$ cat src/rtl/if_id_fetch_stage_if.sv
// Fetch-stage bundle: instruction-memory handshake plus the IF/ID outputs seen by Decode.
// master = fetch stage, slave = memory/decode side.
interface if_id_fetch_stage_if;
  logic        IMemReq;
  logic [31:0] IMemAddr;
  logic        IMemValid;
  logic [31:0] IMemRdata;
  logic [31:0] InstrD;
  logic [31:0] PCD;
  logic [31:0] PCPlus4D;
  logic        ValidD;

  modport master (
    output IMemReq, IMemAddr, InstrD, PCD, PCPlus4D, ValidD,
    input  IMemValid, IMemRdata
  );

  modport slave (
    input  IMemReq, IMemAddr, InstrD, PCD, PCPlus4D, ValidD,
    output IMemValid, IMemRdata
  );
endinterface

$ cat src/rtl/if_id_fetch_stage.sv
// Fetch stage + IF/ID register; one request outstanding, instruction lands in IF/ID request+latency cycles later.
// StallD holds PC and IF/ID (a response arriving under stall parks in a one-word skid); bubbles fill every empty slot.
module if_id_fetch_stage #(
  parameter logic [31:0] RESET_PC  = 32'h0000_0000,
  parameter logic [31:0] NOP_INSTR = 32'h0000_0013
) (
  input  logic                       clk,
  input  logic                       rst_n,
  input  logic                       StallD,
  input  logic                       FlushD,
  input  logic                       PCSrcE,
  input  logic [31:0]                PCTargetE,
  if_id_fetch_stage_if.master        fe
);

  typedef enum logic [1:0] {S_IDLE, S_ISSUE, S_WAIT, S_HOLD} state_t;

  state_t      state_q, state_d;
  logic [31:0] pcf_q, pcf_d;
  logic [31:0] skid_q, skid_d;
  logic        discard_q, discard_d;
  logic [31:0] instr_q, instr_d;
  logic [31:0] pcd_q, pcd_d;
  logic [31:0] pcp4_q, pcp4_d;
  logic        valid_q, valid_d;

  logic        deliver;
  logic [31:0] deliver_instr;
  logic [31:0] target_aligned;
  logic [31:0] pcf_plus4;

  assign target_aligned = PCTargetE & ~32'h0000_0003;
  assign pcf_plus4      = pcf_q + 32'd4;

  always_ff @(posedge clk or negedge rst_n) begin
    if (!rst_n) begin
      state_q   <= S_IDLE;
      pcf_q     <= RESET_PC;
      skid_q    <= 32'h0;
      discard_q <= 1'b0;
      instr_q   <= NOP_INSTR;
      pcd_q     <= 32'h0;
      pcp4_q    <= 32'h0;
      valid_q   <= 1'b0;
    end else begin
      state_q   <= state_d;
      pcf_q     <= pcf_d;
      skid_q    <= skid_d;
      discard_q <= discard_d;
      instr_q   <= instr_d;
      pcd_q     <= pcd_d;
      pcp4_q    <= pcp4_d;
      valid_q   <= valid_d;
    end
  end

  always_comb begin
    state_d       = state_q;
    pcf_d         = pcf_q;
    skid_d        = skid_q;
    discard_d     = discard_q;
    deliver       = 1'b0;
    deliver_instr = skid_q;

    case (state_q)
      S_IDLE: begin
        state_d = S_ISSUE;
        if (PCSrcE) pcf_d = target_aligned;
      end
      S_ISSUE: begin
        state_d = S_WAIT;
        // the request just issued belongs to the old path; its response must be dropped
        if (PCSrcE) begin
          pcf_d     = target_aligned;
          discard_d = 1'b1;
        end
      end
      S_WAIT: begin
        if (!fe.IMemValid) begin
          if (PCSrcE) begin
            pcf_d     = target_aligned;
            discard_d = 1'b1;
          end
        end else if (discard_q || PCSrcE) begin
          discard_d = 1'b0;
          if (PCSrcE) pcf_d = target_aligned;
          state_d = S_ISSUE;
        end else if (FlushD) begin
          state_d = S_ISSUE;
        end else if (StallD) begin
          skid_d  = fe.IMemRdata;
          state_d = S_HOLD;
        end else begin
          deliver       = 1'b1;
          deliver_instr = fe.IMemRdata;
          pcf_d         = pcf_plus4;
          state_d       = S_ISSUE;
        end
      end
      S_HOLD: begin
        // a flush in HOLD throws away the parked word; same PC is fetched again
        if (PCSrcE) begin
          pcf_d   = target_aligned;
          state_d = S_ISSUE;
        end else if (FlushD) begin
          state_d = S_ISSUE;
        end else if (!StallD) begin
          deliver       = 1'b1;
          deliver_instr = skid_q;
          pcf_d         = pcf_plus4;
          state_d       = S_ISSUE;
        end
      end
      default: state_d = S_IDLE;
    endcase

    instr_d = instr_q;
    pcd_d   = pcd_q;
    pcp4_d  = pcp4_q;
    valid_d = valid_q;
    if (FlushD || (!StallD && !deliver)) begin
      instr_d = NOP_INSTR;
      pcd_d   = 32'h0;
      pcp4_d  = 32'h0;
      valid_d = 1'b0;
    end else if (!StallD) begin
      instr_d = deliver_instr;
      pcd_d   = pcf_q;
      pcp4_d  = pcf_plus4;
      valid_d = 1'b1;
    end
  end

  always_comb begin
    fe.IMemReq  = (state_q == S_ISSUE);
    fe.IMemAddr = pcf_q;
    fe.InstrD   = instr_q;
    fe.PCD      = pcd_q;
    fe.PCPlus4D = pcp4_q;
    fe.ValidD   = valid_q;
  end

endmodule

$ cat src/flat_wrapper.sv
// flat-port wrapper written by rule: the top's interface ports become plain ports
module if_id_fetch_stage_flat 
#(
  parameter logic [31:0] RESET_PC  = 32'h0000_0000,
  parameter logic [31:0] NOP_INSTR = 32'h0000_0013
)
  (clk, rst_n, StallD, FlushD, PCSrcE, PCTargetE, fe_IMemReq, fe_IMemAddr, fe_InstrD, fe_PCD, fe_PCPlus4D, fe_ValidD, fe_IMemValid, fe_IMemRdata);
  if_id_fetch_stage_if fe_i ();
  input  logic clk;
  input  logic rst_n;
  input  logic StallD;
  input  logic FlushD;
  input  logic PCSrcE;
  input  logic [31:0] PCTargetE;
  output wire logic [$bits(fe_i.IMemReq)-1:0] fe_IMemReq;
  output wire logic [$bits(fe_i.IMemAddr)-1:0] fe_IMemAddr;
  output wire logic [$bits(fe_i.InstrD)-1:0] fe_InstrD;
  output wire logic [$bits(fe_i.PCD)-1:0] fe_PCD;
  output wire logic [$bits(fe_i.PCPlus4D)-1:0] fe_PCPlus4D;
  output wire logic [$bits(fe_i.ValidD)-1:0] fe_ValidD;
  input wire logic [$bits(fe_i.IMemValid)-1:0] fe_IMemValid;
  input wire logic [$bits(fe_i.IMemRdata)-1:0] fe_IMemRdata;
  assign fe_IMemReq = fe_i.IMemReq;
  assign fe_IMemAddr = fe_i.IMemAddr;
  assign fe_InstrD = fe_i.InstrD;
  assign fe_PCD = fe_i.PCD;
  assign fe_PCPlus4D = fe_i.PCPlus4D;
  assign fe_ValidD = fe_i.ValidD;
  assign fe_i.IMemValid = fe_IMemValid;
  assign fe_i.IMemRdata = fe_IMemRdata;
  if_id_fetch_stage #(.RESET_PC(RESET_PC), .NOP_INSTR(NOP_INSTR)) u_core (.clk(clk), .rst_n(rst_n), .StallD(StallD), .FlushD(FlushD), .PCSrcE(PCSrcE), .PCTargetE(PCTargetE), .fe(fe_i));
endmodule
$ cat config.mk
export PLATFORM = sky130hd
export DESIGN_NAME = if_id_fetch_stage_flat
export DESIGN_NICKNAME = d
export VERILOG_FILES = /design/src/rtl/if_id_fetch_stage_if.sv /design/src/rtl/if_id_fetch_stage.sv /design/src/flat_wrapper.sv
export SDC_FILE = /design/constraint.sdc
export NUM_CORES = 1
export LEC_CHECK = 0
export BUFFER_PORTS_ARGS = -buffer_cell sky130_fd_sc_hd__clkbuf_2
export CORE_MARGIN = 3
export CORE_UTILIZATION = 35
export DETAILED_ROUTE_END_ITERATION = 16
export HOLD_SLACK_MARGIN = 0.03
export SYNTH_ARGS = -nofsm -noshare
export SYNTH_HDL_FRONTEND = slang
export SYNTH_SLANG_ARGS = --single-unit
$ cat constraint.sdc
create_clock -name clk -period 3.5 [get_ports clk]
set_input_delay 0.35 -clock clk [delete_from_list [all_inputs] [get_ports clk]]
set_output_delay 0.35 -clock clk [all_outputs]
set_load 0.02 [all_outputs]
==> results of run 1 <==
-- final timing paths --
kind                                                     to  slack, ns                             start
min in group asynchronous      u_core.fe.PCD[1]$_DFFE_PN0P_       0.47                             rst_n
hold reg to reg            u_core.fe.InstrD[24]$_DFFE_PN0P_       0.48  u_core.fe.InstrD[24]$_DFFE_PN0P_
setup reg to reg            u_core.fe.InstrD[6]$_DFFE_PN0P_       1.07     u_core.state_q[0]$_DFFE_PN0P_
max in group asynchronous  u_core.fe.InstrD[13]$_DFFE_PN0P_       2.17                             rst_n
setup / recovery            u_core.fe.InstrD[6]$_DFFE_PN0P_       1.07     u_core.state_q[0]$_DFFE_PN0P_
hold / removal                u_core.skid_q[17]$_DFFE_PN0P_       0.15                  fe_IMemRdata[17]
-- cell families after synthesis --
family / after synthesis / synth area share
fa+ha+maj: 5 / 0.00847
buf+inv: 58 / 0.0366
mux: 64 / 0.0922
flops: 162 / 0.550
xor+xnor: 31 / 0.0368
simple gates: 171 / 0.125
compound gates: 170 / 0.151
-- cells in the final DEF, fill, tap and decap left out, types with 4 or more instances in the layout --
master,instances
a21o_1,4
a21oi_1,12
a221o_1,5
a22o_1,34
a22oi_1,13
and2_1,5
and4_1,4
buf_4,9
clkbuf_16,17
clkbuf_2,196
dfrtp_1,159
ha_1,5
inv_1,7
inv_6,6
mux2_1,30
mux2i_1,32
nand2_1,80
nand3_1,17
nand4_1,12
nor2_1,13
nor2b_1,7
nor3_1,6
nor4_2,4
o21ai_0,70
o21ai_1,12
o311ai_0,4
xnor2_1,11
xor2_1,20
-- report_power, final --
group,internal [W],total (W),switching (W)
Combinational,0.000322,0.000834,0.000512
Sequential,0.00204,0.00230,0.000259
Clock,0.00108,0.00193,0.000854
Total,0.00344,0.00507,0.00163
-- flip-flops by register name, summed over array words and instances, names as in the netlist --
| register | count |
|---|---|
| u_core.fe.InstrD | 32 |
| u_core.fe.PCD | 32 |
| u_core.fe.ValidD | 1 |
| u_core.fe.IMemAddr | 32 |
| u_core.fe.PCPlus4D | 30 |
| u_core.skid_q | 32 |
| u_core.state_q | 2 |
| u_core.discard_q | 1 |
-- area by class of cell --
cell class                      instances  area [sq um]  share of cell area
Clock inverter                         14           169              0.0184
Timing Repair Buffer                  209          1110               0.121
Antenna cell                            1          2.50            0.000272
Multi-Input combinational cell        441          3070               0.334
Sequential cell                       162          4060               0.441
Tap cell                              270           338              0.0367
Clock buffer                           18           429              0.0466
Inverter                                7          26.3             0.00286
-- per-stage QoR --
stage               hold WS (ns)  instances   util
floorplan                 0.0544        661      -
global placement           0.379       1088  0.419
detailed placement         0.374       1088  0.419
CTS                        0.121       1121  0.449
global route               0.139       1122  0.449
finish                     0.149       1122  0.449
-- layer usage --
metal | GRT usage | share of wire | vias to the layer above
met5 | 0 | 0.0012 | -
met4 | 0.0512 | 0.013 | 4
met3 | 0.0697 | 0.090 | 23
met2 | 0.279 | 0.45 | 187
met1 | 0.249 | 0.45 | 2873
li1 | - | - | 2735
-- critical path, stage by stage, from the launching register on --
cell and delay, ns:
dfrtp_1 0.44, inv_1 0.08, ha_1 0.25, nand3b_4 0.13, a21oi_2 0.32, nand2_2 0.30, buf_4 0.35, buf_4 0.27
o21ai_0 0.20
==> flow_metrics.tcl, run 1 <==
set metrics [dict create \
    fmax_ghz 0.412 \
    post_cts_buffers 0 \
    cap_violations 0 \
    power_density_nw_per_um2 551 \
    cts_resized 0 \
    clockBufferDepth 2 \
    rsz0062_at_grt "no" \
    drt_pre_antenna_iters 4 \
    antenna_found_initial 3 \
    synth_top_cells_by_count "dfrtp_1 (159), nand2_1 (81), o21ai_0 (70), a22o_1 (34), mux2i_1 (32)" \
    core_area_sq_um 20500 \
    syn_area_per_cell_sq_um 11.2 \
    ys_seq_area_frac 0.550 \
    slew_violations 0 \
    wl_per_cell_um 18.7 \
    die_area_sq_um 22900 \
    vias 5822 \
    required_ns 3.83 \
    grt_max_degree 80 \
    place_congestion 0.754 \
    path_class "reg2reg" \
    synthArstFlopShare 1.00 \
    ir_worst_vdd_mv 0.313 \
    synthTopCellsByArea "dfrtp_1 (54%), o21ai_0 (4.7%), mux2_1 (4.6%), mux2i_1 (4.3%), nand2_1 (4.1%)" \
    drc 0 \
    cts_root_buffer "clkbuf_16" \
    fin_crit_ns 2.43 \
    vias_per_cell 5.19 \
    die_x_um 151 \
    drt.antenna.violating_nets 0 \
    final_nets 913 \
    first_global_vias 5772 \
    ctsHoldBuffers 1 \
    yosysMostFrequentCell "dfrtp_1" \
    initial_core_util 0.360 \
    grtUsageTotal 0.185 \
    clock_latency_ns 0.42 \
    area_growth_pct 24.6 \
    place_ws_ns 1.01 \
    io_pins 200 \
    hpwl_mm 14.4 \
    setup_viol 0 \
    synth_edf_count 0 \
    yosysWarnings 0 \
    worstMarginPinSlew_ns 0.811 \
    syn_nets 736 \
    clk_pin_slew_ns 0.07 \
    synthCells 661 \
    p_leak_nw 4.36 \
    final_area_sq_um 9200 \
    cts_tree "yes" \
    overflow 0 \
    grt_pass1_wl_mm 32.9 \
    ys.flop_type "dfrtp_1" \
    min_path_cells 2 \
    die_y_um 151 \
    critPathCaptureType "flop" \
    cp-start-kind "flop" \
    tns_ns 0 \
    h-tree-depth 4 \
    cts.sinks 162 \
    drive_gt1_frac 0.307 \
    max_slew_margin 0.458 \
    synth_seq_cells 162 \
    critical_path.max_fanout 37 \
    fill_cells 2004 \
    synth_cell_types 55 \
    drt_wl_total_mm 21.0 \
    worst_clock_skew_ns 0.00784 \
    outcome "completed" \
    worst_slack_ns 1.07 \
    synth_largest_area_cell "dfrtp_1" \
    power_w 0.00507 \
    dr.first_iter.drc_count 318 \
    final-hold-violation-count 0 \
    numCtsBuffers 17 \
    period_share 0.694 \
    netlist.area_leader.share 0.539 \
    syn_area_sq_um 7380 \
    arrival_ns 2.76 \
    portBuffers 197 \
    dpl_cell_area_sq_um 8590 \
    reg2regPathDepth 8 \
    hold_path.class "in2reg" \
    placement_rows 52 \
]
(Power assumes the default switching activity.)
==> inputs of run 2 (changes only) <==
==> constraint.sdc (replaced) <==
create_clock -name clk -period 2.1 [get_ports clk]
set_input_delay 0.21 -clock clk [delete_from_list [all_inputs] [get_ports clk]]
set_output_delay 0.21 -clock clk [all_outputs]
set_load 0.02 [all_outputs]
==> run 2 against run 1 <==
Effect of this change:
- worst hold slack worse by 0.11 ns
- non-clock buffer count grew 79
- power rose by 73%
- clock power grew 69%
- sequential share of layout area down 3.3 points
- cell count rose by 7.0%
- core utilization rose by 3.7 points
- maximum frequency is 24% higher
- final area is 8.2% higher
- die area stayed put
- sequential cell count did not move
- critical endpoint is now u_core.fe.PCD[11]$_DFFE_PN0P_
- largest cell class unchanged
- largest power group unchanged
==> flow_metrics.tcl, run 2 (synthesis results as in run 1) <==
set metrics [dict create \
    outcome "completed" \
    numCtsBuffers 17 \
    drt.antenna.violating_nets 0 \
    grt_max_degree 67 \
    place_congestion 0.748 \
    worstMarginPinSlew_ns 0.450 \
    wl_per_cell_um 17.9 \
    cp-start-kind "flop" \
    overflow 0 \
    grt_pass1_wl_mm 34.3 \
    period_share 0.932 \
    drc 0 \
    cap_violations 0 \
    min_from "PCTargetE[27]" \
    hold-path-endpoint "u_core.fe.IMemAddr[27]$_DFF_PN0_" \
    vias 6147 \
    cts_root_buffer "clkbuf_16" \
    portBuffers 197 \
    power_density_nw_per_um2 879 \
    core_area_sq_um 20500 \
    cts_tree "yes" \
    cts.sinks 162 \
    grtUsageTotal 0.191 \
    h-tree-depth 4 \
    reg2reg_to "u_core.fe.PCD[11]$_DFFE_PN0P_" \
    final_common_cell "clkbuf_2" \
    ir_worst_vdd_mv 0.624 \
    placement_rows 52 \
    worstSetupStartpoint "u_core.state_q[0]$_DFFE_PN0P_" \
    arrival_ns 2.31 \
    clock_latency_ns 0.42 \
    clk_pin_slew_ns 0.07 \
    drive_gt1_frac 0.325 \
    io_pins 200 \
    hpwl_mm 15.2 \
    initial_core_util 0.360 \
    setup_viol 0 \
    place_inst 1125 \
    required_ns 2.46 \
    dpl_cell_area_sq_um 8920 \
    clockBufferDepth 2 \
    fin_crit_ns 1.96 \
    dr.first_iter.drc_count 314 \
    critPathCaptureType "flop" \
    first_global_vias 6190 \
    min_path_cells 3 \
    fmax_ghz 0.511 \
    vias_per_cell 5.12 \
    path_class "reg2reg" \
    antenna_found_initial 1 \
    final_area_sq_um 9950 \
    hold_path.class "in2reg" \
    die_y_um 151 \
    drt_pre_antenna_iters 5 \
    diodes 0 \
    r2r_setup_slack_ns 0.14 \
    max_slew_margin 0.700 \
    final_cell_mix "clkbuf_2 (196), dfrtp_1 (159), nand2_1 (80), o21ai_0 (70), buf_4 (46)" \
    finalNonFillerCells 1200 \
    r2r-start "u_core.state_q[0]$_DFFE_PN0P_" \
    reg2regPathDepth 8 \
    critical_path.max_fanout 13 \
    slew_violations 0 \
    rsz0062_at_grt "no" \
    worst_clock_skew_ns 0.00831 \
    area_growth_pct 34.8 \
    p_leak_nw 4.74 \
    drt_wl_total_mm 21.5 \
    die_area_sq_um 22900 \
    final-hold-violation-count 0 \
    tns_ns 0 \
    final_nets 992 \
    die_x_um 151 \
]
[run 2: changes by cell type in the layout (fill, tap and decap cells not counted), moves of 2 or more]
cell           delta
buf_4            +37
inv_6             -2
clkinv_4          -3
buf_12            +4
dlygate4sd3_1    +38
clkinv_2          +2
clkinvlp_4        +3
[run 2: layer usage]
| layer | track usage | routed length [um] | vias up |
|---|---|---|---|
| li1 | - | - | 2897 |
| met1 | 0.252 | 9410 | 3044 |
| met2 | 0.309 | 10300 | 190 |
| met3 | 0.0598 | 1650 | 14 |
| met4 | 0.0399 | 172 | 2 |
| met5 | 0 | 20 | - |
[run 2: cell type report]
cell class	instances	area (sq um)
Sequential cell	162	4060
Fill cell	1931	10500
Inverter	7	26.3
Timing Repair Buffer	288	1850
Tap cell	270	338
Clock inverter	14	176
Multi-Input combinational cell	441	3080
Clock buffer	18	429
[run 2: worst max path at each step]
stage,to,slack [ns],cells after the start
3_3_place_gp,u_core.fe.IMemAddr[29]$_DFF_PN0_,0.12,7
5_1_grt,u_core.fe.IMemAddr[6]$_DFF_PN0_,0.008,7
2_1_floorplan,u_core.fe.IMemAddr[22]$_DFF_PN0_,0.14,6
6_report,u_core.fe.PCD[11]$_DFFE_PN0P_,0.14,8
3_5_place_dp,u_core.fe.IMemAddr[29]$_DFF_PN0_,0.11,7
4_1_cts,u_core.fe.IMemAddr[29]$_DFF_PN0_,0.09,7
[run 2: critical path: stages (launching register included)]
cell and delay (ns):
dfrtp_1 0.43, inv_1 0.08, ha_1 0.25, nand3b_4 0.15, a21o_1 0.25, nor2_4 0.22, buf_4 0.17, buf_4 0.19
a22o_1 0.16
[run 2: timing repair]
item,4_1_cts,5_1_grt
endpoints found under the setup margin,0,8
setup buffers,0,4
hold buffers,39,0
gates resized for setup,0,2
hold endpoints to repair,81,0
[run 2: through the flow]
step / hold slack (ns) / power (W) / setup slack, ns / utilization
2_1_floorplan: -0.0856 / 0.00470 / 0.143 / -
3_3_place_gp: 0.173 / 0.00546 / 0.122 / 0.435
3_5_place_dp: 0.174 / 0.00549 / 0.106 / 0.435
4_1_cts: 0.0307 / 0.00883 / 0.0868 / 0.484
5_1_grt: 0.0428 / 0.00918 / 0.00757 / 0.486
6_report: 0.0428 / 0.00875 / 0.143 / 0.486
[run 2: power breakdown]
group | switching (W) | internal, W | leakage, nW | total [W]
logic | 0.00110 | 0.000740 | 2.28 | 0.00184
registers | 0.000255 | 0.00340 | 2.18 | 0.00366
clock network | 0.00136 | 0.00189 | 0.286 | 0.00326
total | 0.00272 | 0.00603 | 4.74 | 0.00875
